## config.mk

```make
export PLATFORM = sky130hd
export DESIGN_NAME = countdown_timer
export DESIGN_NICKNAME = d
export VERILOG_FILES = /design/src/rtl/timer_pkg.sv /design/src/rtl/countdown_timer.sv
export SDC_FILE = /design/constraint.sdc
export NUM_CORES = 1
export LEC_CHECK = 0
export BUFFER_PORTS_ARGS = -buffer_cell sky130_fd_sc_hd__buf_2
export CAP_MARGIN = 40
export CORE_ASPECT_RATIO = 0.8
export CORE_MARGIN = 1.5
export CORE_UTILIZATION = 53
export DETAILED_ROUTE_END_ITERATION = 6
export GPL_TIMING_DRIVEN = 1
export PLACE_DENSITY = 0.8
export SLEW_MARGIN = 10
export SYNTH_ARGS = -nofsm -noshare
export SYNTH_HDL_FRONTEND = slang
export SYNTH_SLANG_ARGS = --single-unit
```

## constraint.sdc

```tcl
create_clock -name clk -period 2.55 [get_ports clk]
set_clock_uncertainty 0.2 [all_clocks]
set_input_delay 0.255 -clock clk [delete_from_list [all_inputs] [get_ports clk]]
set_output_delay 0.255 -clock clk [all_outputs]
set_load 0.02 [all_outputs]
```

## src/rtl/timer_pkg.sv

```systemverilog
// Shared types for the countdown timer.
package timer_pkg;

  typedef enum logic [1:0] {
    ST_IDLE,
    ST_RUN,
    ST_PAUSED,
    ST_DONE
  } timer_state_t;

endpackage

```

## src/rtl/countdown_timer.sv

```systemverilog
// Loadable down-counter with one-shot / auto-reload modes, pause control and
// a one-cycle borrow pulse at terminal count. Borrow may feed another timer's
// en input for cascading.
module countdown_timer
  import timer_pkg::*;
#(
  parameter int WIDTH = 8
) (
  input  logic             clk,
  input  logic             reset,
  input  logic             load,
  input  logic [WIDTH-1:0] load_value,
  input  logic             start,
  input  logic             pause,
  input  logic             auto_reload,
  input  logic             en,
  output logic [WIDTH-1:0] count,
  output logic             borrow,
  output logic             busy,
  output logic             done
);

  timer_state_t     state_q, state_d;
  logic [WIDTH-1:0] reload_q, reload_d;
  logic [WIDTH-1:0] count_d;
  logic             borrow_d;

  // Next-state: load beats pause, pause beats start, start beats the en tick.
  // Borrow defaults low so it only ever lasts one cycle.
  always_comb begin
    state_d  = state_q;
    count_d  = count;
    reload_d = reload_q;
    borrow_d = 1'b0;
    if (load) begin
      count_d  = load_value;
      reload_d = load_value;
      state_d  = ST_IDLE;
    end else begin
      unique case (state_q)
        ST_IDLE: begin
          if (!pause && start) state_d = ST_RUN;
        end
        ST_RUN: begin
          if (pause) begin
            state_d = ST_PAUSED;
          end else if (en) begin
            if (count != '0) begin
              count_d = count - WIDTH'(1);
            end else begin
              // Terminal count: auto_reload is only consulted here, so a
              // mid-count change waits for the next terminal.
              borrow_d = 1'b1;
              if (auto_reload) begin
                // A zero reload value keeps count at 0 and borrows every en.
                if (reload_q != '0) count_d = reload_q;
              end else begin
                state_d = ST_DONE;
              end
            end
          end
        end
        ST_PAUSED: begin
          // Resume edge never moves the count; the next en does.
          if (!pause) state_d = ST_RUN;
        end
        ST_DONE: begin
          if (!pause && start) begin
            count_d = reload_q;
            state_d = ST_RUN;
          end
        end
        default: state_d = ST_IDLE;
      endcase
    end
  end

  // State, count, reload value and borrow pulse registers.
  always_ff @(posedge clk or posedge reset) begin
    if (reset) begin
      state_q  <= ST_IDLE;
      count    <= '0;
      reload_q <= '0;
      borrow   <= 1'b0;
    end else begin
      state_q  <= state_d;
      count    <= count_d;
      reload_q <= reload_d;
      borrow   <= borrow_d;
    end
  end

  assign busy = (state_q == ST_RUN) || (state_q == ST_PAUSED);
  assign done = (state_q == ST_DONE);

endmodule

```

# == Yosys cells after proc, flatten, opt, wreduce, memory -nomap -nowiden ==
# Index checks and enable logic that the tools add are counted.
# totals
ff_bits,19
in_bits,15
output_inout_bits,11
elab_cells,49
# op_classes
add_sub_neg,1
n_eq_ne,13
muxes,21
n_reduce_logical,10
# op_table
cell,n
$mux W8,7
$ne A4 B4 Y1 const B,5
$pmux W8 S2,1
$reduce_bool A8 Y1,2
$mux W2,7
$ne A3 B3 Y1 const B,3
$sub A8 B1 Y8 const B,1
$pmux W2 S3,1
$reduce_and A6 Y1,1
$mux W1,5
$reduce_and A5 Y1,1
$eq A2 B2 Y1 const B,2
$ne A3 B1 Y1 const B,1
$ne A3 B2 Y1 const B,1
$reduce_bool A3 Y1,1
$eq A2 B1 Y1 const B,1
$logic_not A2 Y1,1
$reduce_or A2 Y1,1
$logic_and A1 B1 Y1,1
$logic_not A1 Y1,1
$logic_or A1 B1 Y1,1

# == Longest topological paths before layout ==
# depth
depth_word,8
ltp_mapped,8
depth_no_buf,7

# == Worst setup path before layout ==
# Ideal clock, no wire load.
# synth_path
path_kind,register to register
startpoint,register count[0]
endpoint,register count[1]
setup_time_ns,0.125
arrival_time_ns,2.096
t_required_ns,2.225
slack_ns,0.129
stages_incl_launch_ff,9
n_path_buf,1
synth_period_minus_slack_ns,2.421
path_cell_list,dfrtp_1 inv_1 ha_1 nor4b_4 nand2_2 o32ai_2 or2_1 buf_6 mux2_4
# synth_between
elab_chain_len,6
word_cells_on_any_way,10
classes_between,1 x add/sub; 2 x eq/ne; 5 x mux; 2 x reduce/logical
# synth_lines
item,line_no,rtl
"start, declared",countdown_timer.sv:17,"output logic [WIDTH-1:0] count,"
"start signal, assigned",countdown_timer.sv:87,count <= count_d;
$sub A8 B1 Y8 or $reduce_bool A8 Y1 (tied branches),"countdown_timer.sv:49, countdown_timer.sv:48",
$mux W8,countdown_timer.sv:48,if (count != '0) begin
$mux W8,countdown_timer.sv:47,end else if (en) begin
$mux W8,countdown_timer.sv:45,if (pause) begin
$pmux W8 S2,countdown_timer.sv:40,unique case (state_q)
$mux W8,countdown_timer.sv:35,if (load) begin
# Several ways; a longest one is shown, not always the timed one. The select of a mux whose other input is x is not followed.
# A chain may end at the register's enable or synchronous reset.

# == Worst setup path after layout ==
# layout_path
startpoint,register count[1]
endpoint,register count[3]
# Same word-level chain as after synthesis.

==> flow_summary.toml <==
[worst_setup_path]
cp-end-kind = "register"
critPathArrivalTime_ns = 2.36
critical_path_buf_inv_count = 1
cpPeakStageDelay_ns = 0.50
criticalPathCategory = "register to register"
path_cells = "inv_1, ha_1, nor4b_4, a21oi_1, nor2_1, a222oi_1, o21ai_0"
path_delay_family = "compound AO/OA/AOI/OAI gates"
cp-start-kind = "register"
critical_path.slowest_cell = "sky130_fd_sc_hd__a21oi_1"
worst-path-max-fanout = 6
timing.critical_path.required_ns = 2.53

[yosys]
synth.ff_latch_count = 19
synth_edf_count = 0
synthTopCellsByArea = "sky130_fd_sc_hd__dfrtp_1 (38%), sky130_fd_sc_hd__mux2_2 (6.3%), sky130_fd_sc_hd__ha_1 (5.0%), sky130_fd_sc_hd__o21ai_0 (4.4%), sky130_fd_sc_hd__mux2_4 (3.6%)"
synthCells = 123
syn-mean-instance-area_um2 = 10.17
post-synth-top-area-cell = "sky130_fd_sc_hd__dfrtp_1"
asyncSetResetFlopFracSynth = 1.000
synth.cell_area_um2 = 1251
synth_warnings = 0
post_synth_num_cell_types = 42
synth_top_area_frac = 0.3800
postSynth.topFlopCell = "sky130_fd_sc_hd__dfrtp_1"
mappedNetlistNets = 143
synth-seq-area-share = 0.3800

[cts]
cts.clk_slew.worst_paths_ns = 0.12
cts.path.max_buffers = 2
tritoncts = "yes"
clkSinkCount = 19
clock_tree.htree_level_count = 1
post-cts-setup-buffers = 0
number_of_cts_inserted_buffers = 3
worstSkewPairLatency_ns = 0.31
cts_root_buffer = "sky130_fd_sc_hd__clkbuf_4"

[floorplan]
floorplan.rows = 15
die_height_um = 46.46
initial_core_util = 0.5698
die-area_um2 = 2663
coreArea_um2 = 2196
width_of_the_die_um = 57.32
io_pins = 26

[final_layout]
post_layout_nonfiller_instances = 185
layout.cells.most_common = "sky130_fd_sc_hd__buf_2"
area_growth_pct = 19.60
num_antenna_cells = 0
final_cell_mix = "sky130_fd_sc_hd__buf_2 (25), sky130_fd_sc_hd__dfrtp_1 (19), sky130_fd_sc_hd__inv_1 (11), sky130_fd_sc_hd__o21ai_0 (11), sky130_fd_sc_hd__dlygate4sd3_1 (8)"
final_area_um2 = 1496
final_net_count = 181
layout-drive-gt1-share = 0.3313

[sta]
rsz0062_at_grt = "no"
clock.fmax_mhz = 420.6
worst_pin_slew_ns = 0.7046
final_min_period_over_clock_period = 0.9324
finalSetupTns_ns = 0
max_slew_margin = 0.5298
post-route-min-period_ns = 2.378
postLayoutSetupSlackWorst_ns = 0.1724
finalHoldViolations = 0
timing.final.max_slew_violations = 0
setup_viol = 0

[global_routing]
first_global_vias = 992
antenna_found_initial = 0
grt_max_degree = 26
global_route_wire_length_before_repair_um = 4726
groute.usage.overall = 0.2388
globalRoute.totalOverflow = 0

[detailed_routing]
drt_iter0_markers = 94
viasPerCell = 5.908
detail_route.first_pass.iterations = 7
drc_errors = 0
routed_wire_length_per_instance_um = 15.91
vias = 1093
postRouteWirelength_um = 2944
ant_nets = 0

[power]
power_switching_share = 0.4574
pwr-share-comb = 0.533
power_switching_uw = 667.4
power.static_leakage_uw = 0.0007026
max-vdd-ir-drop_mv = 0.6244
power_density_nw_per_um2 = 974.9
seq_power_share = 0.359
share_clk_of_total_power = 0.108
internal_power_uw = 791.6

[placement]
place.gp.congestion = 0.9557
post_place_cells = 173
detailedPlace.worstSlack_ns = 0.09899
dpl.hpwl_um = 2145
cell_area_after_placement_um2 = 1386
port-buffer-count = 25

[run_status]
run_status = "completed"

[min_path]
worstHoldPathType = "input port to register"

[run]
max_cap_violations = 0
## what timing repair did
action	CTS	global route
gates resized for setup	0	1
hold endpoints to repair	26	0
setup endpoints to repair	0	3
hold buffers	8	0
## area by class of cell
class                      count  area [um^2]
fill                         167        699.4
multi-input combinational     89        685.7
sequential                    19        475.5
timing repair buffer          37        235.2
inverter                      11        41.29
tap                           25        31.28
clock buffer                   3        22.52
clock inverter                 1        5.005
## final timing paths
| check | start | endpoint | slack, ns | cells after the start |
|---|---|---|---|---|
| setup / recovery | count[1] | count[3] | 0.17 | 7 |
| hold / removal | load_value[3] | reload_q[3] | 0.02 | 2 |
| setup reg to reg | count[1] | count[3] | 0.17 | 7 |
| hold reg to reg | reload_q[7] | reload_q[7] | 0.35 | 1 |
| max in group asynchronous | reset | count[6] | 1.31 | 3 |
| min in group asynchronous | reset | state_q[1] | 0.38 | 3 |
## kinds of logic after synthesis
family | count (synthesis) | synth area share
adder cells (fa/ha/maj) | 5 | 0.05000
flip-flops | 19 | 0.3800
XOR/XNOR | 1 | 0.007001
AO/OA/AOI/OAI | 35 | 0.1870
AND/OR/NAND/NOR | 35 | 0.1790
buffers and inverters | 15 | 0.07400
multiplexers | 13 | 0.1230
## cell usage after synthesis (all sizes together), types with 3 or more instances
master,count
dfrtp,19
inv,11
o21ai,11
mux2,10
a21oi,7
nand2,7
nor2,7
ha,5
nor3,4
o31ai,4
mux2i,3
nor4,3
## worst register-to-register path, stage by stage, from the launching register on
cell and delay [ns]:
sky130_fd_sc_hd__dfrtp_1 0.44, sky130_fd_sc_hd__inv_1 0.08, sky130_fd_sc_hd__ha_1 0.20, sky130_fd_sc_hd__nor4b_4 0.15, sky130_fd_sc_hd__a21oi_1 0.50, sky130_fd_sc_hd__nor2_1 0.18
sky130_fd_sc_hd__a222oi_1 0.37, sky130_fd_sc_hd__o21ai_0 0.13
## metrics by stage
stage          power (uW)  hold slack [ns]    util
6_report             1459          0.01607  0.6815
5_1_grt              1551          0.01414  0.6815
4_1_cts              1451          0.01643  0.6803
3_5_place_dp         1281           0.2156  0.6313
3_3_place_gp         1255           0.1979  0.6313
2_1_floorplan        1063         0.006132       -
## sequential cells by signal, indices dropped and copies added (netlist names)
name	count
count	8
reload_q	8
state_q	2
borrow	1
## metal layers
layer | GRT usage | share of wire | up-vias
li1 | - | - | 522
met1 | 0.3328 | 0.46 | 525
met2 | 0.3793 | 0.46 | 44
met3 | 0.06180 | 0.071 | 2
met4 | 0.05116 | 0.0048 | 0
met5 | 0 | 0 | -
## power by group through the flow
stage / sequential, uW / combinational (uW) / clock, uW
2_1_floorplan: 577 / 485 / 0
3_3_place_gp: 516 / 739 / 0
3_5_place_dp: 526 / 755 / 0
4_1_cts: 522 / 770 / 159
5_1_grt: 537 / 845 / 169
6_report: 524 / 777 / 157
Note: power is estimated with default switching activity, not from simulation.
